### src/rtl/mcp_pkg.sv
// Shared definitions for the mcp_core microcontroller: opcodes, branch conditions and FSM states.
package mcp_pkg;

    localparam logic [3:0] OP_NOP   = 4'h0;
    localparam logic [3:0] OP_ADD   = 4'h1;
    localparam logic [3:0] OP_SUB   = 4'h2;
    localparam logic [3:0] OP_NAND  = 4'h3;
    localparam logic [3:0] OP_SHL   = 4'h4;
    localparam logic [3:0] OP_SHR   = 4'h5;
    localparam logic [3:0] OP_OUT   = 4'h6;
    localparam logic [3:0] OP_IN    = 4'h7;
    localparam logic [3:0] OP_MOV   = 4'h8;
    localparam logic [3:0] OP_BR    = 4'h9;
    localparam logic [3:0] OP_BCOND = 4'hA;
    localparam logic [3:0] OP_BSR   = 4'hB;
    localparam logic [3:0] OP_RET   = 4'hC;
    localparam logic [3:0] OP_LOAD  = 4'hD;
    localparam logic [3:0] OP_STORE = 4'hE;
    localparam logic [3:0] OP_LDI   = 4'hF;

    // Condition codes live in the ra field of a conditional branch.
    localparam logic [1:0] COND_Z     = 2'd0;
    localparam logic [1:0] COND_C     = 2'd1;
    localparam logic [1:0] COND_N     = 2'd2;
    localparam logic [1:0] COND_NEVER = 2'd3;

    typedef enum logic [1:0] {
        ST_RUN      = 2'd0,
        ST_MEM_WAIT = 2'd1,
        ST_HALT     = 2'd2
    } state_e;

endpackage

### src/rtl/mcp_call_stack.sv
// Return-address stack for bsr/ret; push and pop are ignored when they would overflow or underflow.
module mcp_call_stack
    import mcp_pkg::*;
#(
    parameter int DW = 8,
    parameter int SD = 4
) (
    input  logic          clk,
    input  logic          rst,
    input  logic          push,
    input  logic          pop,
    input  logic [DW-1:0] pushData,
    output logic          full,
    output logic          empty,
    output logic [DW-1:0] top
);
    localparam int PW = $clog2(SD + 1);
    localparam int AW = $clog2(SD);

    logic [PW-1:0] sp_q;
    logic [DW-1:0] entries_q [SD];

    assign full  = (sp_q == PW'(SD));
    assign empty = (sp_q == '0);
    assign top   = empty ? '0 : entries_q[AW'(sp_q - 1'b1)];

    always_ff @(posedge clk or negedge rst) begin
        if (!rst) begin
            sp_q <= '0;
        end else if (push && !full) begin
            sp_q <= sp_q + 1'b1;
        end else if (pop && !empty) begin
            sp_q <= sp_q - 1'b1;
        end
    end

    // Entry storage needs no reset: only slots below the stack pointer are ever read.
    always_ff @(posedge clk) begin
        if (rst && push && !full) begin
            entries_q[AW'(sp_q)] <= pushData;
        end
    end

endmodule

### src/rtl/mcp_core.sv
// Four-register accumulator-style microcontroller core with flags, call stack and a
// handshaked data-memory port; halts permanently on call-stack misuse.
module mcp_core
    import mcp_pkg::*;
#(
    parameter int DW = 8,
    parameter int SD = 4
) (
    input  logic          clk,
    input  logic          rst,
    input  logic [DW+7:0] instr,
    input  logic          instrValid,
    input  logic [DW-1:0] fromInputPort,
    input  logic [DW-1:0] fromDataMemory,
    input  logic          memAck,
    output logic [DW-1:0] pc,
    output logic [DW-1:0] toOutputPort,
    output logic          outWrite,
    output logic [DW-1:0] toDataMemoryAddress,
    output logic [DW-1:0] toDataMemory,
    output logic          memReq,
    output logic          memWrite,
    output logic          fault
);
    state_e        state_q, state_d;
    logic [DW-1:0] pc_q, pc_d;
    logic [DW-1:0] regs_q [4];
    logic [DW-1:0] regs_d [4];
    logic          z_q, z_d, n_q, n_d, c_q, c_d;
    logic [DW-1:0] outData_q, outData_d, memAddr_q, memAddr_d, memData_q, memData_d;
    logic          memReq_q, memReq_d, memWrite_q, memWrite_d, fault_q, fault_d;
    logic [1:0]    memRa_q, memRa_d;

    logic [3:0]    opcode;
    logic [1:0]    ra, rb;
    logic [DW-1:0] imm, opA, opB, pcInc, stackTop;
    logic [DW:0]   aluWide;
    logic          condTaken, stackPush, stackPop, stackFull, stackEmpty;

    assign opcode = instr[7:4];
    assign ra     = instr[3:2];
    assign rb     = instr[1:0];
    assign imm    = instr[DW+7:8];
    assign opA    = regs_q[ra];
    assign opB    = regs_q[rb];
    assign pcInc  = pc_q + 1'b1;

    // Bit DW of aluWide carries the C flag: carry, borrow, or the bit shifted out.
    always_comb begin
        aluWide = '0;
        case (opcode)
            OP_ADD:  aluWide = {1'b0, opA} + {1'b0, opB};
            OP_SUB:  aluWide = {1'b0, opA} - {1'b0, opB};
            OP_NAND: aluWide = {1'b0, ~(opA & opB)};
            OP_SHL:  aluWide = {opB, 1'b0};
            OP_SHR:  aluWide = {opB[0], 1'b0, opB[DW-1:1]};
            default: aluWide = '0;
        endcase
    end

    always_comb begin
        case (ra)
            COND_Z:  condTaken = z_q;
            COND_C:  condTaken = c_q;
            COND_N:  condTaken = n_q;
            default: condTaken = 1'b0;
        endcase
    end

    always_comb begin
        state_d    = state_q;
        pc_d       = pc_q;
        regs_d     = regs_q;
        z_d        = z_q;
        n_d        = n_q;
        c_d        = c_q;
        outData_d  = outData_q;
        memAddr_d  = memAddr_q;
        memData_d  = memData_q;
        memReq_d   = memReq_q;
        memWrite_d = memWrite_q;
        memRa_d    = memRa_q;
        fault_d    = fault_q;
        stackPush  = 1'b0;
        stackPop   = 1'b0;
        case (state_q)
            ST_RUN: begin
                if (instrValid) begin
                    pc_d = pcInc;
                    case (opcode)
                        OP_ADD, OP_SUB, OP_NAND, OP_SHL, OP_SHR: begin
                            regs_d[ra] = aluWide[DW-1:0];
                            z_d        = (aluWide[DW-1:0] == '0);
                            n_d        = aluWide[DW-1];
                            c_d        = aluWide[DW];
                        end
                        OP_OUT:   outData_d  = opA;
                        OP_IN:    regs_d[ra] = fromInputPort;
                        OP_MOV:   regs_d[ra] = opB;
                        OP_BR:    pc_d       = imm;
                        OP_BCOND: if (condTaken) pc_d = imm;
                        OP_BSR: begin
                            if (stackFull) begin
                                pc_d    = pc_q;
                                fault_d = 1'b1;
                                state_d = ST_HALT;
                            end else begin
                                stackPush = 1'b1;
                                pc_d      = imm;
                            end
                        end
                        OP_RET: begin
                            if (stackEmpty) begin
                                pc_d    = pc_q;
                                fault_d = 1'b1;
                                state_d = ST_HALT;
                            end else begin
                                stackPop = 1'b1;
                                pc_d     = stackTop;
                            end
                        end
                        OP_LOAD, OP_STORE: begin
                            pc_d       = pc_q;
                            memReq_d   = 1'b1;
                            memWrite_d = (opcode == OP_STORE);
                            memAddr_d  = imm;
                            memRa_d    = ra;
                            if (opcode == OP_STORE) memData_d = opA;
                            state_d    = ST_MEM_WAIT;
                        end
                        OP_LDI:   regs_d[ra] = imm;
                        default: ;
                    endcase
                end
            end
            ST_MEM_WAIT: begin
                if (memAck) begin
                    if (!memWrite_q) regs_d[memRa_q] = fromDataMemory;
                    memReq_d   = 1'b0;
                    memWrite_d = 1'b0;
                    pc_d       = pcInc;
                    state_d    = ST_RUN;
                end
            end
            default: state_d = ST_HALT;
        endcase
    end

    always_ff @(posedge clk or negedge rst) begin
        if (!rst) begin
            state_q    <= ST_RUN;
            pc_q       <= '0;
            for (int i = 0; i < 4; i++) regs_q[i] <= '0;
            z_q        <= 1'b0;
            n_q        <= 1'b0;
            c_q        <= 1'b0;
            outData_q  <= '0;
            memAddr_q  <= '0;
            memData_q  <= '0;
            memReq_q   <= 1'b0;
            memWrite_q <= 1'b0;
            memRa_q    <= '0;
            fault_q    <= 1'b0;
        end else begin
            state_q    <= state_d;
            pc_q       <= pc_d;
            regs_q     <= regs_d;
            z_q        <= z_d;
            n_q        <= n_d;
            c_q        <= c_d;
            outData_q  <= outData_d;
            memAddr_q  <= memAddr_d;
            memData_q  <= memData_d;
            memReq_q   <= memReq_d;
            memWrite_q <= memWrite_d;
            memRa_q    <= memRa_d;
            fault_q    <= fault_d;
        end
    end

    mcp_call_stack #(.DW(DW), .SD(SD)) u_callStack (
        .clk      (clk),
        .rst      (rst),
        .push     (stackPush),
        .pop      (stackPop),
        .pushData (pcInc),
        .full     (stackFull),
        .empty    (stackEmpty),
        .top      (stackTop)
    );

    // The output strobe is combinational, so the port shows Ra live during the write cycle.
    assign outWrite            = rst && (state_q == ST_RUN) && instrValid && (opcode == OP_OUT);
    assign toOutputPort        = outWrite ? opA : outData_q;
    assign pc                  = pc_q;
    assign toDataMemoryAddress = memAddr_q;
    assign toDataMemory        = memData_q;
    assign memReq              = memReq_q;
    assign memWrite            = memWrite_q;
    assign fault               = fault_q;

endmodule

### config.mk
export PLATFORM = sky130hd
export DESIGN_NAME = mcp_core
export DESIGN_NICKNAME = d
export VERILOG_FILES = /design/src/rtl/mcp_pkg.sv /design/src/rtl/mcp_call_stack.sv /design/src/rtl/mcp_core.sv
export SDC_FILE = /design/constraint.sdc
export NUM_CORES = 1
export LEC_CHECK = 0
export ABC_AREA = 1
export CAP_MARGIN = 40
export CORE_MARGIN = 3
export CORE_UTILIZATION = 46
export CTS_CLUSTER_DIAMETER = 50
export DETAILED_ROUTE_END_ITERATION = 8
export HOLD_SLACK_MARGIN = 0.12
export PLACE_DENSITY = 0.74
export SLEW_MARGIN = 25
export SYNTH_ARGS = -nofsm -noshare
export SYNTH_HDL_FRONTEND = slang
export SYNTH_SLANG_ARGS = --single-unit
### constraint.sdc
create_clock -name clk -period 3.9 [get_ports clk]
set_input_delay 0.975 -clock clk [delete_from_list [all_inputs] [get_ports clk]]
set_output_delay 0.975 -clock clk [all_outputs]
set_load 0.1 [all_outputs]
==> flow_summary.html, run 1 <==
<table>
<tr><th>Metric</th><th>Value</th></tr>
<tr><th colspan="2">Status</th></tr>
<tr><td>Run status</td><td>finished clean</td></tr>
<tr><th colspan="2">Synth</th></tr>
<tr><td>Synthesized cell area</td><td>8160 µm²</td></tr>
<tr><td>Main flop type after synthesis</td><td>dfrtp_1</td></tr>
<tr><td>Mapped Nets</td><td>1244</td></tr>
<tr><td>Share of synthesized registers carrying an async set or reset</td><td>70.6%</td></tr>
<tr><td>Portion of the post-synthesis area used by sequential elements</td><td>35.4%</td></tr>
<tr><td>Number of enable-type register cells in the synthesized netlist</td><td>32</td></tr>
<tr><td>Unique cell type count in the Yosys netlist</td><td>47</td></tr>
<tr><td>Cells after Synth</td><td>1191</td></tr>
<tr><td>Average size of a mapped cell</td><td>6.85 µm²</td></tr>
<tr><td>Number of warnings reported in the yosys synthesis log</td><td>0</td></tr>
<tr><td>Flops &amp; latches, synth</td><td>109</td></tr>
<tr><th colspan="2">Hold path</th></tr>
<tr><td>Path category of the worst min-delay check</td><td>reg -&gt; reg</td></tr>
<tr><th colspan="2">Detailed routing</th></tr>
<tr><td>Antenna-violating nets left</td><td>0</td></tr>
<tr><td>DRC errors left</td><td>0</td></tr>
<tr><td>First drt pass iteration count</td><td>6</td></tr>
<tr><td>Number of vias after detailed routing</td><td>8793</td></tr>
<tr><td>Detailed-route wire length per cell</td><td>17.8 µm</td></tr>
<tr><td>Post-DR vias/cell</td><td>5.57</td></tr>
<tr><td>Number of DRC violations after detailed-routing iteration 0</td><td>907</td></tr>
<tr><td>Overall routed net length</td><td>28200 µm</td></tr>
<tr><th colspan="2">Floorplan</th></tr>
<tr><td>Placeable core region</td><td>17400 µm²</td></tr>
<tr><td>Count of standard-cell rows</td><td>48</td></tr>
<tr><td>Die outline area</td><td>19400 µm²</td></tr>
<tr><td>Starting utilization of the core area</td><td>47.0%</td></tr>
<tr><td>I/O pin count</td><td>72</td></tr>
<tr><td>Die Width</td><td>139 µm</td></tr>
<tr><td>Vertical die dimension</td><td>139 µm</td></tr>
<tr><th colspan="2">Timing</th></tr>
<tr><td>Fraction of the cycle the final worst path needs</td><td>98.8%</td></tr>
<tr><td>Slew at the pin closest to its max-slew limit</td><td>803 ps</td></tr>
<tr><td>Final min period</td><td>3850 ps</td></tr>
<tr><td>Final count of hold timing violations</td><td>0</td></tr>
<tr><td>Slew headroom</td><td>46.4%</td></tr>
<tr><td>Clock tree skew after final layout</td><td>5.90 ps</td></tr>
<tr><td>Endpoints failing setup</td><td>0</td></tr>
<tr><td>Final setup margin</td><td>47.9 ps</td></tr>
<tr><td>Max-slew violations</td><td>0</td></tr>
<tr><td>Maximum clock frequency</td><td>260 MHz</td></tr>
<tr><td>Unrepaired setup endpoints after global routing</td><td>false</td></tr>
<tr><th colspan="2">Finish</th></tr>
<tr><td>Fill cells</td><td>1573</td></tr>
<tr><td>Non-filler instance count after layout</td><td>1580</td></tr>
<tr><td>Post-layout util</td><td>60.5%</td></tr>
<tr><td>Layout Nets</td><td>1403</td></tr>
<tr><td>Commonest cells after routing, fill and taps aside</td><td>nand2_1, nor2_1, o21ai_0</td></tr>
<tr><td>Antenna Diode Count</td><td>0</td></tr>
<tr><td>Most common cell after layout, fill and taps aside</td><td>nand2_1</td></tr>
<tr><td>Sequential Area</td><td>2890 µm²</td></tr>
<tr><td>Fraction of final layout cells sized beyond drive strength 1</td><td>18.3%</td></tr>
<tr><td>Synth-to-Final Area Change</td><td>28.7%</td></tr>
<tr><td>Area used by multi-input combinational logic</td><td>4540 µm²</td></tr>
<tr><th colspan="2">Run</th></tr>
<tr><td>Number of maximum-capacitance violations</td><td>0</td></tr>
<tr><th colspan="2">CTS</th></tr>
<tr><td>Clock Tree Buf Depth</td><td>2</td></tr>
<tr><td>H-tree lvl count</td><td>3</td></tr>
<tr><td>Clock tree root buffer cell</td><td>clkbuf_16</td></tr>
<tr><td>Hold-fix buffer count after cts</td><td>0</td></tr>
<tr><td>CTS tree</td><td>done</td></tr>
<tr><td>Num Clock Sinks</td><td>109</td></tr>
<tr><td>Total CTS buffers</td><td>9</td></tr>
<tr><td>Clock latency reported for the late side of the worst-skew pair</td><td>360 ps</td></tr>
<tr><td>Post-CTS clock slew at the launch and capture registers of the worst setup and hold paths</td><td>80 ps</td></tr>
<tr><th colspan="2">Worst setup path</th></tr>
<tr><td>Critical Path Slowest Stage Cell</td><td>clkdlybuf4s50_1</td></tr>
<tr><td>Critical path endpoint category</td><td>primary output</td></tr>
<tr><td>Worst endpoint required time</td><td>2920 ps</td></tr>
<tr><td>Kind of start point of the critical path</td><td>input pin</td></tr>
<tr><td>CP dominant cell by count</td><td>buf_4</td></tr>
<tr><td>Crit path DAT</td><td>2880 ps</td></tr>
<tr><td>Worst-path fanout max</td><td>5</td></tr>
<tr><td>Critical path cell sequence</td><td>clkdlybuf4s50_1 &gt; buf_4 &gt; inv_4 &gt; buf_4 &gt; nor2_2 &gt; nand2_1 &gt; nand4_1 &gt; buf_4 &gt; nand2_1 &gt; o21ai_1 &gt; buf_12</td></tr>
<tr><td>Longest individual stage delay on the worst path</td><td>450 ps</td></tr>
<tr><td>Type of the worst setup path</td><td>in -&gt; out</td></tr>
<tr><th colspan="2">Global routing</th></tr>
<tr><td>Global routing met1 resource utilization</td><td>39.0%</td></tr>
<tr><td>First-pass GRT wire length</td><td>44300 µm</td></tr>
<tr><td>Number of antenna violations at the first check in global routing</td><td>0</td></tr>
<tr><td>Maximum number of pins on one net before global-route repair</td><td>46</td></tr>
<tr><td>GRT Resource Usage Total</td><td>29.0%</td></tr>
<tr><td>Total global routing overflow</td><td>0</td></tr>
<tr><td>GR peak layer</td><td>met2</td></tr>
<tr><td>Global-route met3 utilization</td><td>6.83%</td></tr>
<tr><td>M2 GR Usage</td><td>45.4%</td></tr>
<tr><td>Vias in the first global route</td><td>8246</td></tr>
<tr><th colspan="2">Placement</th></tr>
<tr><td>Cell count after placement</td><td>1563</td></tr>
<tr><td>Count of buffers from port buffering</td><td>71</td></tr>
<tr><td>DPL Wire Length</td><td>21700 µm</td></tr>
<tr><td>Last weighted congestion value of the routability-driven placer</td><td>1.03</td></tr>
<tr><td>Pre-CTS setup slack</td><td>-250 ps</td></tr>
<tr><th colspan="2">Power and ir drop</th></tr>
<tr><td>Fraction of power spent switching nets</td><td>34.6%</td></tr>
<tr><td>Sequential share of power</td><td>40.4%</td></tr>
<tr><td>Total net switching power</td><td>1.09 mW</td></tr>
<tr><td>Share of total power in combinational logic</td><td>28.2%</td></tr>
<tr><td>Worst ir drop on vdd</td><td>0.257 mV</td></tr>
<tr><td>Clock network power share</td><td>31.4%</td></tr>
<tr><td>Total power density per cell area</td><td>301 nW/µm²</td></tr>
<tr><td>Internal cell power</td><td>2.07 mW</td></tr>
<tr><td>Overall power after layout</td><td>3.16 mW</td></tr>
<tr><td>P_leak</td><td>5.18 nW</td></tr>
</table>
## metrics by stage
stage	cell area, µm²	hold WS [ps]	TNS, ps
floorplan	8170	449	-1280
global placement	9730	454	-3360
detailed placement	10200	461	-3650
CTS	10500	480	0
global route	10500	504	0
finish	10500	475	0
## cell usage after synthesis, types with 6 or more instances
cell type	instances	area, µm²
clkbuf_1	18	67.6
o22ai_1	23	144
inv_1	107	402
nor3_1	6	30.0
nand2_2	11	68.8
inv_4	8	50.1
nand2_1	352	1320
xor2_1	14	123
a31oi_1	9	56.3
nor2_1	120	450
nor2_2	12	75.1
buf_2	19	95.1
nand3_1	94	470
ha_1	16	200
o21ai_1	10	50.1
dfrtp_1	77	1930
o21ai_0	126	631
a21oi_1	53	265
edfxtp_1	32	961
a21oi_2	22	193
inv_2	14	52.6
## registers in the layout, summed over array words and instances, names as in the netlist
name	flops
n_q	1
z_q	1
fault	1
regs_q	32
pc	8
u_callStack.sp_q	3
state_q	2
outData_q	8
toDataMemoryAddress	8
toDataMemory	8
u_callStack.entries_q	32
memWrite	1
memReq	1
c_q	1
memRa_q	2
## critical path, delay by kind of cell
kind	cells	cell delay, ps
buffers and inverters	6	1220
AO/OA/AOI/OAI	1	140
AND/OR/NAND/NOR	4	540
## power groups by stage
stage | sequential, mW | clock [mW] | combinational [mW]
final | 1.28 | 0.994 | 0.891
after global routing | 1.28 | 1.05 | 0.973
after CTS | 1.28 | 0.994 | 0.877
after detailed placement | 1.30 | 0 | 0.873
after global placement | 1.30 | 0 | 0.835
after floorplan | 1.33 | 0 | 0.452
## path summary, 6_finish.rpt
kind	end	from	slack, ps	cells after the start
min in group asynchronous	state_q[0]	rst	650	2
hold / removal	fault	fault	480	2
setup / recovery	toOutputPort[4]	instr[3]	50	11
max in group asynchronous	regs_q[11]	rst	2250	3
setup reg to reg	regs_q[12]	regs_q[0]	940	18
hold reg to reg	fault	fault	480	2
## metal layers
| metal | share of wire, % | up-vias |
|---|---|---|
| li1 | - | 4209 |
| met1 | 41 | 4032 |
| met2 | 45 | 473 |
| met3 | 9.6 | 79 |
| met4 | 3.7 | 0 |
| met5 | 0 | - |
## area by class of cell
| cell class | instances | share of cell area (%) |
|---|---|---|
| clock inverters | 6 | 0.786 |
| flip-flops and latches | 109 | 27.5 |
| clock buffers | 10 | 2.18 |
| repair buffers | 194 | 18.6 |
| inverters | 132 | 4.98 |
| multi-input cells | 904 | 43.2 |
| well taps | 225 | 2.68 |
## kinds of logic (layout without fill, tap and decap cells)
logic type | after synthesis | after routing | share of synthesized area [%]
and+or+nand+nor | 617 | 617 | 32.9
AOI/OAI and AO/OA | 255 | 255 | 18.0
buffers and inverters | 178 | 342 | 9.30
DFF | 109 | 109 | 35.4
adders and majority gates | 17 | 17 | 2.70
xor gates and xnor gates | 14 | 14 | 1.50
muxes | 1 | 1 | 0.123
## repair_timing
| action | CTS | global route |
|---|---|---|
| endpoints found under the setup margin | 0 | 22 |
| buffers inserted | 0 | 1 |
| gates resized for setup | 0 | 7 |
No activity file was read; power rests on OpenSTA's default activity.
==> run 2, diff against run 1 <==
==> constraint.sdc (replaced) <==
create_clock -name clk -period 3.9 [get_ports clk]
set_input_delay 0.585 -clock clk [delete_from_list [all_inputs] [get_ports clk]]
set_output_delay 0.585 -clock clk [all_outputs]
set_load 0.1 [all_outputs]
==> run 2 against run 1 <==
Effect of this change:
- via count down 5.0%
- total power shrank 6.0%
- cell area shrank 4.7%
- maximum frequency increased by 11%
- sequential cell count did not move
- critical endpoint is now regs_q[23]
- global-route usage is 2.6 points lower
- first-iteration DRC count rose by 4.4%
- highest routed layer unchanged
- sequential share of layout area is 1.4 points higher
- largest cell class unchanged
- routed wire length is 9.2% lower
- sequential power about the same
- clock skew increased by 6.3 ps
- cell count is 3.9% lower
==> flow_summary.html, run 2 (synthesis gave the netlist of run 1 again) <==
<table>
<tr><th>Metric</th><th>Value</th></tr>
<tr><th colspan="2">Global routing</th></tr>
<tr><td>Global-route met3 utilization</td><td>4.34% (was 6.83%)</td></tr>
<tr><td>Global routing met1 resource utilization</td><td>38.1% (was 39.0%)</td></tr>
<tr><td>Total global routing overflow</td><td>0 (unchanged)</td></tr>
<tr><td>GR peak layer</td><td>met2 (unchanged)</td></tr>
<tr><td>Vias in the first global route</td><td>7759 (was 8246)</td></tr>
<tr><td>First-pass GRT wire length</td><td>41200 µm (was 44300 µm)</td></tr>
<tr><td>Maximum number of pins on one net before global-route repair</td><td>57 (was 46)</td></tr>
<tr><td>M2 GR Usage</td><td>40.8% (was 45.4%)</td></tr>
<tr><td>Number of antenna violations at the first check in global routing</td><td>0 (unchanged)</td></tr>
<tr><td>GRT Resource Usage Total</td><td>26.4% (was 29.0%)</td></tr>
<tr><th colspan="2">CTS</th></tr>
<tr><td>Post-cts repair resize count</td><td>0 (unchanged)</td></tr>
<tr><td>Clock Tree Buf Depth</td><td>2 (unchanged)</td></tr>
<tr><td>Hold-fix buffer count after cts</td><td>0 (unchanged)</td></tr>
<tr><td>CTS tree</td><td>done (unchanged)</td></tr>
<tr><td>Count of buffers added by post-CTS timing repair for setup</td><td>0 (unchanged)</td></tr>
<tr><td>Clock latency reported for the late side of the worst-skew pair</td><td>370 ps (was 360 ps)</td></tr>
<tr><td>Clock tree root buffer cell</td><td>clkbuf_16 (unchanged)</td></tr>
<tr><td>Total CTS buffers</td><td>9 (unchanged)</td></tr>
<tr><td>Post-CTS clock slew at the launch and capture registers of the worst setup and hold paths</td><td>80 ps (about the same)</td></tr>
<tr><td>Num Clock Sinks</td><td>109 (unchanged)</td></tr>
<tr><td>H-tree lvl count</td><td>3 (unchanged)</td></tr>
<tr><th colspan="2">Placement</th></tr>
<tr><td>Last weighted congestion value of the routability-driven placer</td><td>0.953 (was 1.03)</td></tr>
<tr><td>Cell count after placement</td><td>1502 (was 1563)</td></tr>
<tr><td>Post-place instance area</td><td>9690 µm² (was 10200 µm²)</td></tr>
<tr><td>DPL Wire Length</td><td>19300 µm (was 21700 µm)</td></tr>
<tr><td>Count of buffers from port buffering</td><td>71 (unchanged)</td></tr>
<tr><th colspan="2">Floorplan</th></tr>
<tr><td>Die outline area</td><td>19400 µm² (unchanged)</td></tr>
<tr><td>Count of standard-cell rows</td><td>48 (unchanged)</td></tr>
<tr><td>Placeable core region</td><td>17400 µm² (unchanged)</td></tr>
<tr><td>Vertical die dimension</td><td>139 µm (unchanged)</td></tr>
<tr><td>Starting utilization of the core area</td><td>47.0% (unchanged)</td></tr>
<tr><td>I/O pin count</td><td>72 (unchanged)</td></tr>
<tr><td>Die Width</td><td>139 µm (unchanged)</td></tr>
<tr><th colspan="2">Detailed routing</th></tr>
<tr><td>DRC errors left</td><td>0 (unchanged)</td></tr>
<tr><td>Post-DR vias/cell</td><td>5.50 (was 5.57)</td></tr>
<tr><td>Number of vias after detailed routing</td><td>8350 (was 8793)</td></tr>
<tr><td>Number of DRC violations after detailed-routing iteration 0</td><td>947 (was 907)</td></tr>
<tr><td>First drt pass iteration count</td><td>6 (unchanged)</td></tr>
<tr><td>Detailed-route wire length per cell</td><td>16.8 µm (was 17.8 µm)</td></tr>
<tr><td>Antenna-violating nets left</td><td>0 (unchanged)</td></tr>
<tr><td>Overall routed net length</td><td>25600 µm (was 28200 µm)</td></tr>
<tr><th colspan="2">Finish</th></tr>
<tr><td>Fill cells</td><td>1598 (was 1573)</td></tr>
<tr><td>Antenna Diode Count</td><td>0 (unchanged)</td></tr>
<tr><td>Top Registers</td><td>regs_q: 32 flops, u_callStack.entries_q: 32 flops (unchanged)</td></tr>
<tr><td>Fraction of final layout cells sized beyond drive strength 1</td><td>13.8% (was 18.3%)</td></tr>
<tr><td>Commonest cells after routing, fill and taps aside</td><td>nand2_1, o21ai_0, nor2_1 (was nand2_1, nor2_1, o21ai_0)</td></tr>
<tr><td>Most common cell after layout, fill and taps aside</td><td>nand2_1 (unchanged)</td></tr>
<tr><td>Synth-to-Final Area Change</td><td>22.7% (was 28.7%)</td></tr>
<tr><td>Layout Nets</td><td>1342 (was 1403)</td></tr>
<tr><td>Final Instance Area</td><td>10000 µm² (was 10500 µm²)</td></tr>
<tr><td>Non-filler instance count after layout</td><td>1519 (was 1580)</td></tr>
<tr><th colspan="2">Power and ir drop</th></tr>
<tr><td>Worst ir drop on vdd</td><td>0.228 mV (was 0.257 mV)</td></tr>
<tr><td>P_leak</td><td>4.85 nW (was 5.18 nW)</td></tr>
<tr><td>Total power density per cell area</td><td>297 nW/µm² (was 301 nW/µm²)</td></tr>
<tr><th colspan="2">Timing</th></tr>
<tr><td>Slew headroom</td><td>45.9% (was 46.4%)</td></tr>
<tr><td>Smallest hold slack</td><td>106 ps (was 475 ps)</td></tr>
<tr><td>Maximum clock frequency</td><td>287 MHz (was 260 MHz)</td></tr>
<tr><td>Unrepaired setup endpoints after global routing</td><td>false (unchanged)</td></tr>
<tr><td>Final count of hold timing violations</td><td>0 (unchanged)</td></tr>
<tr><td>Slew at the pin closest to its max-slew limit</td><td>808 ps (was 803 ps)</td></tr>
<tr><td>Fraction of the cycle the final worst path needs</td><td>89.4% (was 98.8%)</td></tr>
<tr><td>Endpoints failing setup</td><td>0 (unchanged)</td></tr>
<tr><td>Final min period</td><td>3490 ps (was 3850 ps)</td></tr>
<tr><td>Max-slew violations</td><td>0 (unchanged)</td></tr>
<tr><td>Clock tree skew after final layout</td><td>12.2 ps (was 5.90 ps)</td></tr>
<tr><th colspan="2">Worst setup path</th></tr>
<tr><td>Critical path endpoint category</td><td>flip-flop (was primary output)</td></tr>
<tr><td>Longest individual stage delay on the worst path</td><td>660 ps (was 450 ps)</td></tr>
<tr><td>Critical path cell sequence</td><td>clkdlybuf4s50_1 &gt; inv_4 &gt; nand2_1 &gt; nand3_1 &gt; nand2_1 &gt; ha_1 &gt; nand3_2 &gt; nor2_1 &gt; nor2_1 &gt; xor2_1 &gt; ha_1 &gt; nand2_1 &gt; inv_1 &gt; a21oi_1 &gt; nand2_1 &gt; nand2_1 &gt; nand3_1 &gt; nand2_1 &gt; nand2_1 &gt; nand2_1 &gt; nand2_1 &gt; a21oi_2 (was clkdlybuf4s50_1 &gt; buf_4 &gt; inv_4 &gt; buf_4 &gt; nor2_2 &gt; nand2_1 &gt; nand4_1 &gt; buf_4 &gt; nand2_1 &gt; o21ai_1 &gt; buf_12)</td></tr>
<tr><td>Critical path buffer and inverter count</td><td>3 (was 6)</td></tr>
<tr><td>Register-to-register setup slack</td><td>960 ps (was 940 ps)</td></tr>
<tr><td>Critical Path Slowest Stage Cell</td><td>clkdlybuf4s50_1 (unchanged)</td></tr>
<tr><td>Worst setup path start</td><td>instr[0] (was instr[3])</td></tr>
<tr><td>Type of the worst setup path</td><td>in -&gt; reg (was in -&gt; out)</td></tr>
<tr><td>Worst-path fanout max</td><td>16 (was 5)</td></tr>
<tr><td>Crit path DAT</td><td>3780 ps (was 2880 ps)</td></tr>
<tr><td>Kind of cell with the highest combined delay on the critical path</td><td>simple AND/OR/NAND/NOR gates (was buffers and inverters)</td></tr>
<tr><td>CP dominant cell by count</td><td>nand2_1 (was buf_4)</td></tr>
<tr><td>Worst endpoint required time</td><td>4200 ps (was 2920 ps)</td></tr>
<tr><td>Kind of start point of the critical path</td><td>input pin (unchanged)</td></tr>
<tr><td>Worst flop-to-flop path startpoint</td><td>regs_q[25] (was regs_q[0])</td></tr>
<tr><th colspan="2">Hold path</th></tr>
<tr><td>Path category of the worst min-delay check</td><td>in -&gt; async (was reg -&gt; reg)</td></tr>
<tr><th colspan="2">Run</th></tr>
<tr><td>Number of maximum-capacitance violations</td><td>0 (unchanged)</td></tr>
<tr><th colspan="2">Status</th></tr>
<tr><td>Run status</td><td>finished clean (unchanged)</td></tr>
</table>
run 2: cell count changes in the layout (fill, tap and decap cells not counted), moves of 3 or more:
cell             change
buf_4               -62
o21ai_2              -5
o21ai_0              +4
clkdlybuf4s50_1      +3
dlymetal6s2s_1       -3
run 2: cell type report:
cell class                 count  area, µm²  share of cell area [%]
clock buffer                   9        225                    2.25
clock inverter                 7       66.3                   0.663
inverter                     132        523                    5.23
multi-input combinational    904       4510                    45.1
sequential                   109       2890                    28.9
tap                          225        282                    2.81
timing repair buffer         133       1510                    15.1
run 2: worst paths after layout:
path	to	cells past startpoint
setup / recovery	regs_q[23]	22
hold / removal	fault	1
setup reg to reg	regs_q[23]	20
hold reg to reg	fault	2
max in group asynchronous	regs_q[6]	3
min in group clk	fault	2
run 2: per-layer routing:
metal / routed length, µm / up-vias / part of all wire [%]
met1: 11500 / 3837 / 45
met2: 11300 / 380 / 44
li1: - / 4081 / -
met4: 704 / 0 / 2.8
met3: 2140 / 52 / 8.4
met5: 0 / - / 0
run 2: worst register-to-register path, delay by kind of cell (launching register included):
family                   cells  cell delay (ps)
AND/OR/NAND/NOR             14             1350
adder cells (fa/ha/maj)      2              540
flip-flops                   1              480
AO/OA/AOI/OAI                2              300
XOR/XNOR                     1              160
buffers and inverters        1               40
run 2: power breakdown:
group          internal, mW  switching (mW)
Combinational         0.266           0.518
Clock                 0.448           0.468
Sequential             1.22          0.0545
run 2: through the flow:
| step | power [mW] | utilization [%] | setup slack (ps) | setup TNS, ps |
|---|---|---|---|---|
| after floorplan | 1.78 | - | -437 | -1170 |
| after global placement | 2.02 | 53.3 | 147 | 0 |
| after detailed placement | 2.06 | 55.8 | 58.8 | 0 |
| after CTS | 2.97 | 57.5 | 420 | 0 |
| after global routing | 3.12 | 57.6 | 26.6 | 0 |
| final | 2.97 | 57.6 | 415 | 0 |
==> run 3, diff against run 2 <==
--- a/config.mk
+++ b/config.mk
@@ -9,10 +9,11 @@
 export CAP_MARGIN = 40
 export CORE_MARGIN = 3
 export CORE_UTILIZATION = 46
+export CTS_BUF_LIST = sky130_fd_sc_hd__clkbuf_16
 export CTS_CLUSTER_DIAMETER = 50
 export DETAILED_ROUTE_END_ITERATION = 8
 export HOLD_SLACK_MARGIN = 0.12
-export PLACE_DENSITY = 0.74
+export PLACE_DENSITY = 0.71
 export SLEW_MARGIN = 25
 export SYNTH_ARGS = -nofsm -noshare
 export SYNTH_HDL_FRONTEND = slang
==> run 3 against run 2 <==
Effect of this change:
- cell count rose by 0.39%
- maximum frequency rose by 4.0%
- sequential cell count did not move
- clock power rose by 7.2%
- total power rose by 2.6%
- global-route usage rose by 0.84 points
- worst setup slack improved by 130 ps
- via count rose by 1.3%
- die area did not move
- first-iteration DRC count fell by 16%
- core utilization rose by 0.50 points
- highest routed layer unchanged
- critical endpoint is now regs_q[6]
- sequential power barely moved
==> flow_summary.html, run 3 (synthesis gave the netlist of run 1 again) <==
<table>
<tr><th>Metric</th><th>Value</th></tr>
<tr><th colspan="2">Power and ir drop</th></tr>
<tr><td>Overall power after layout</td><td>3.05 mW (was 2.97 mW)</td></tr>
<tr><td>Total power density per cell area</td><td>302 nW/µm² (was 297 nW/µm²)</td></tr>
<tr><td>P_leak</td><td>4.89 nW (was 4.85 nW)</td></tr>
<tr><td>Worst ir drop on vdd</td><td>0.259 mV (was 0.228 mV)</td></tr>
<tr><th colspan="2">Timing</th></tr>
<tr><td>Max-slew violations</td><td>0 (unchanged)</td></tr>
<tr><td>Final count of hold timing violations</td><td>0 (unchanged)</td></tr>
<tr><td>Unrepaired setup endpoints after global routing</td><td>false (unchanged)</td></tr>
<tr><td>Final setup margin</td><td>547 ps (was 415 ps)</td></tr>
<tr><td>Slew at the pin closest to its max-slew limit</td><td>794 ps (was 808 ps)</td></tr>
<tr><td>Maximum clock frequency</td><td>298 MHz (was 287 MHz)</td></tr>
<tr><td>Smallest hold slack</td><td>115 ps (was 106 ps)</td></tr>
<tr><td>Fraction of the cycle the final worst path needs</td><td>86.0% (was 89.4%)</td></tr>
<tr><td>Final min period</td><td>3350 ps (was 3490 ps)</td></tr>
<tr><td>Endpoints failing setup</td><td>0 (unchanged)</td></tr>
<tr><td>Clock tree skew after final layout</td><td>12.8 ps (was 12.2 ps)</td></tr>
<tr><td>Slew headroom</td><td>46.8% (was 45.9%)</td></tr>
<tr><td>Setup_tns</td><td>0 ps (unchanged)</td></tr>
<tr><th colspan="2">Finish</th></tr>
<tr><td>Synth-to-Final Area Change</td><td>23.7% (was 22.7%)</td></tr>
<tr><td>Sequential Area</td><td>2890 µm² (unchanged)</td></tr>
<tr><td>Top Registers</td><td>regs_q: 32 flops, u_callStack.entries_q: 32 flops (unchanged)</td></tr>
<tr><td>Fraction of final layout cells sized beyond drive strength 1</td><td>14.3% (was 13.8%)</td></tr>
<tr><td>Commonest cells after routing, fill and taps aside</td><td>nand2_1, o21ai_0, nor2_1 (unchanged)</td></tr>
<tr><td>Most common cell after layout, fill and taps aside</td><td>nand2_1 (unchanged)</td></tr>
<tr><td>Fill cells</td><td>1610 (was 1598)</td></tr>
<tr><td>Area used by multi-input combinational logic</td><td>4510 µm² (unchanged)</td></tr>
<tr><td>Layout Nets</td><td>1348 (was 1342)</td></tr>
<tr><td>Antenna Diode Count</td><td>0 (unchanged)</td></tr>
<tr><th colspan="2">Detailed routing</th></tr>
<tr><td>DRC errors left</td><td>0 (unchanged)</td></tr>
<tr><td>Antenna-violating nets left</td><td>0 (unchanged)</td></tr>
<tr><td>Detailed-route wire length per cell</td><td>17.4 µm (was 16.8 µm)</td></tr>
<tr><td>Number of DRC violations after detailed-routing iteration 0</td><td>798 (was 947)</td></tr>
<tr><td>Post-DR vias/cell</td><td>5.55 (was 5.50)</td></tr>
<tr><td>First drt pass iteration count</td><td>5 (was 6)</td></tr>
<tr><td>Overall routed net length</td><td>26500 µm (was 25600 µm)</td></tr>
<tr><td>Number of vias after detailed routing</td><td>8462 (was 8350)</td></tr>
<tr><th colspan="2">Floorplan</th></tr>
<tr><td>Count of standard-cell rows</td><td>48 (unchanged)</td></tr>
<tr><td>Die Width</td><td>139 µm (unchanged)</td></tr>
<tr><td>Starting utilization of the core area</td><td>47.0% (unchanged)</td></tr>
<tr><td>Vertical die dimension</td><td>139 µm (unchanged)</td></tr>
<tr><td>I/O pin count</td><td>72 (unchanged)</td></tr>
<tr><td>Die outline area</td><td>19400 µm² (unchanged)</td></tr>
<tr><td>Placeable core region</td><td>17400 µm² (unchanged)</td></tr>
<tr><th colspan="2">Worst setup path</th></tr>
<tr><td>Worst flop-to-flop path startpoint</td><td>regs_q[17] (was regs_q[25])</td></tr>
<tr><td>Type of the worst setup path</td><td>in -&gt; reg (unchanged)</td></tr>
<tr><td>CP dominant cell by count</td><td>nand2_1 (unchanged)</td></tr>
<tr><td>Longest individual stage delay on the worst path</td><td>510 ps (was 660 ps)</td></tr>
<tr><td>Critical path cell sequence</td><td>clkdlybuf4s50_1 &gt; buf_12 &gt; inv_4 &gt; nand2_1 &gt; nand3_1 &gt; nand2_2 &gt; buf_4 &gt; nand3_1 &gt; nor3_2 &gt; nor2_1 &gt; xor2_1 &gt; ha_1 &gt; nand2_1 &gt; inv_1 &gt; nand3_1 &gt; nand2_1 &gt; nand2_1 &gt; nand3_1 &gt; nand3_1 &gt; nand2_1 &gt; nand2_1 &gt; nand2_1 &gt; a21oi_2 (was clkdlybuf4s50_1 &gt; inv_4 &gt; nand2_1 &gt; nand3_1 &gt; nand2_1 &gt; ha_1 &gt; nand3_2 &gt; nor2_1 &gt; nor2_1 &gt; xor2_1 &gt; ha_1 &gt; nand2_1 &gt; inv_1 &gt; a21oi_1 &gt; nand2_1 &gt; nand2_1 &gt; nand3_1 &gt; nand2_1 &gt; nand2_1 &gt; nand2_1 &gt; nand2_1 &gt; a21oi_2)</td></tr>
<tr><td>Worst endpoint required time</td><td>4150 ps (was 4200 ps)</td></tr>
<tr><td>Register-to-register setup slack</td><td>1010 ps (was 960 ps)</td></tr>
<tr><td>Terminus of the critical flop-to-flop path</td><td>regs_q[6] (was regs_q[23])</td></tr>
<tr><td>Kind of start point of the critical path</td><td>input pin (unchanged)</td></tr>
<tr><td>Reg2reg path depth</td><td>20 (unchanged)</td></tr>
<tr><td>Critical Path Slowest Stage Cell</td><td>clkdlybuf4s50_1 (unchanged)</td></tr>
<tr><td>Worst-path fanout max</td><td>17 (was 16)</td></tr>
<tr><td>Crit path DAT</td><td>3610 ps (was 3780 ps)</td></tr>
<tr><td>Critical path endpoint category</td><td>flip-flop (unchanged)</td></tr>
<tr><th colspan="2">Run</th></tr>
<tr><td>Number of maximum-capacitance violations</td><td>0 (unchanged)</td></tr>
<tr><th colspan="2">CTS</th></tr>
<tr><td>Post-CTS clock slew at the launch and capture registers of the worst setup and hold paths</td><td>80 ps (about the same)</td></tr>
<tr><td>Hold-fix buffer count after cts</td><td>0 (unchanged)</td></tr>
<tr><td>Clock latency reported for the late side of the worst-skew pair</td><td>370 ps (about the same)</td></tr>
<tr><td>Count of buffers added by post-CTS timing repair for setup</td><td>0 (unchanged)</td></tr>
<tr><td>Post-cts repair resize count</td><td>0 (unchanged)</td></tr>
<tr><td>H-tree lvl count</td><td>3 (unchanged)</td></tr>
<tr><td>Num Clock Sinks</td><td>109 (unchanged)</td></tr>
<tr><td>Clock Tree Buf Depth</td><td>2 (unchanged)</td></tr>
<tr><td>Clock tree root buffer cell</td><td>clkbuf_16 (unchanged)</td></tr>
<tr><td>CTS tree</td><td>done (unchanged)</td></tr>
<tr><td>Total CTS buffers</td><td>9 (unchanged)</td></tr>
<tr><th colspan="2">Hold path</th></tr>
<tr><td>Path category of the worst min-delay check</td><td>in -&gt; async (unchanged)</td></tr>
<tr><th colspan="2">Global routing</th></tr>
<tr><td>Maximum number of pins on one net before global-route repair</td><td>57 (unchanged)</td></tr>
<tr><td>First-pass GRT wire length</td><td>42400 µm (was 41200 µm)</td></tr>
<tr><td>Vias in the first global route</td><td>7750 (was 7759)</td></tr>
<tr><td>Total global routing overflow</td><td>0 (unchanged)</td></tr>
<tr><td>Number of antenna violations at the first check in global routing</td><td>0 (unchanged)</td></tr>
<tr><td>GRT Resource Usage Total</td><td>27.2% (was 26.4%)</td></tr>
<tr><th colspan="2">Status</th></tr>
<tr><td>Run status</td><td>finished clean (unchanged)</td></tr>
<tr><th colspan="2">Placement</th></tr>
<tr><td>DPL Wire Length</td><td>19900 µm (was 19300 µm)</td></tr>
<tr><td>Count of buffers from port buffering</td><td>71 (unchanged)</td></tr>
<tr><td>Last weighted congestion value of the routability-driven placer</td><td>0.982 (was 0.953)</td></tr>
<tr><td>Pre-CTS setup slack</td><td>209 ps (was 58.8 ps)</td></tr>
</table>
-- run 3: cell types whose count changed in the layout (fill, tap and decap cells not counted), sizes merged --
cell,change
buf,+6
clkinv,-2
inv,+2
-- run 3: critical path: cells and delay by family --
kind	cells	cell delay [ps]
AOI/OAI and AO/OA	1	50
xor gates and xnor gates	1	140
adders and majority gates	1	360
buffers and inverters	5	970
and+or+nand+nor	15	1480
-- run 3: area by class of cell --
class	count	area share, %
well taps	225	2.79
multi-input cells	904	44.7
inverters	132	5.18
repair buffers	139	15.5
flip-flops and latches	109	28.6
clock inverters	7	0.955
clock buffers	9	2.23
-- run 3: metrics by stage --
stage	std cells	cell area, µm²	util, %
after global routing	1525	10100	58.2
after detailed placement	1508	9740	56.1
after global placement	1481	9310	53.7
after floorplan	1191	8160	-
final	1525	10100	58.2
after CTS	1524	10100	58.0
-- run 3: worst max-delay path by stage --
| stage | start | cells past startpoint | endpoint |
|---|---|---|---|
| 2_1_floorplan | instr[7] | 8 | toOutputPort[2] |
| 3_3_place_gp | instr[0] | 23 | regs_q[7] |
| 3_5_place_dp | instr[0] | 23 | regs_q[6] |
| 4_1_cts | instr[0] | 23 | regs_q[6] |
| 5_1_grt | instr[0] | 21 | regs_q[29] |
| 6_report | instr[0] | 23 | regs_q[6] |
-- run 3: report_power, final --
| group | internal (mW) | leakage (nW) | switching [mW] |
|---|---|---|---|
| registers | 1.22 | 1.31 | 0.0554 |
| logic | 0.273 | 3.42 | 0.522 |
| clock network | 0.471 | 0.156 | 0.511 |
| total | 1.96 | 4.89 | 1.09 |
-- run 3: metal layers --
metal	vias to the layer above	track usage, %	wire, µm
met5	-	0	0
met4	0	8.19	680
met3	53	3.83	2260
met2	366	42.6	11900
met1	3938	39.4	11700
li1	4105	-	-
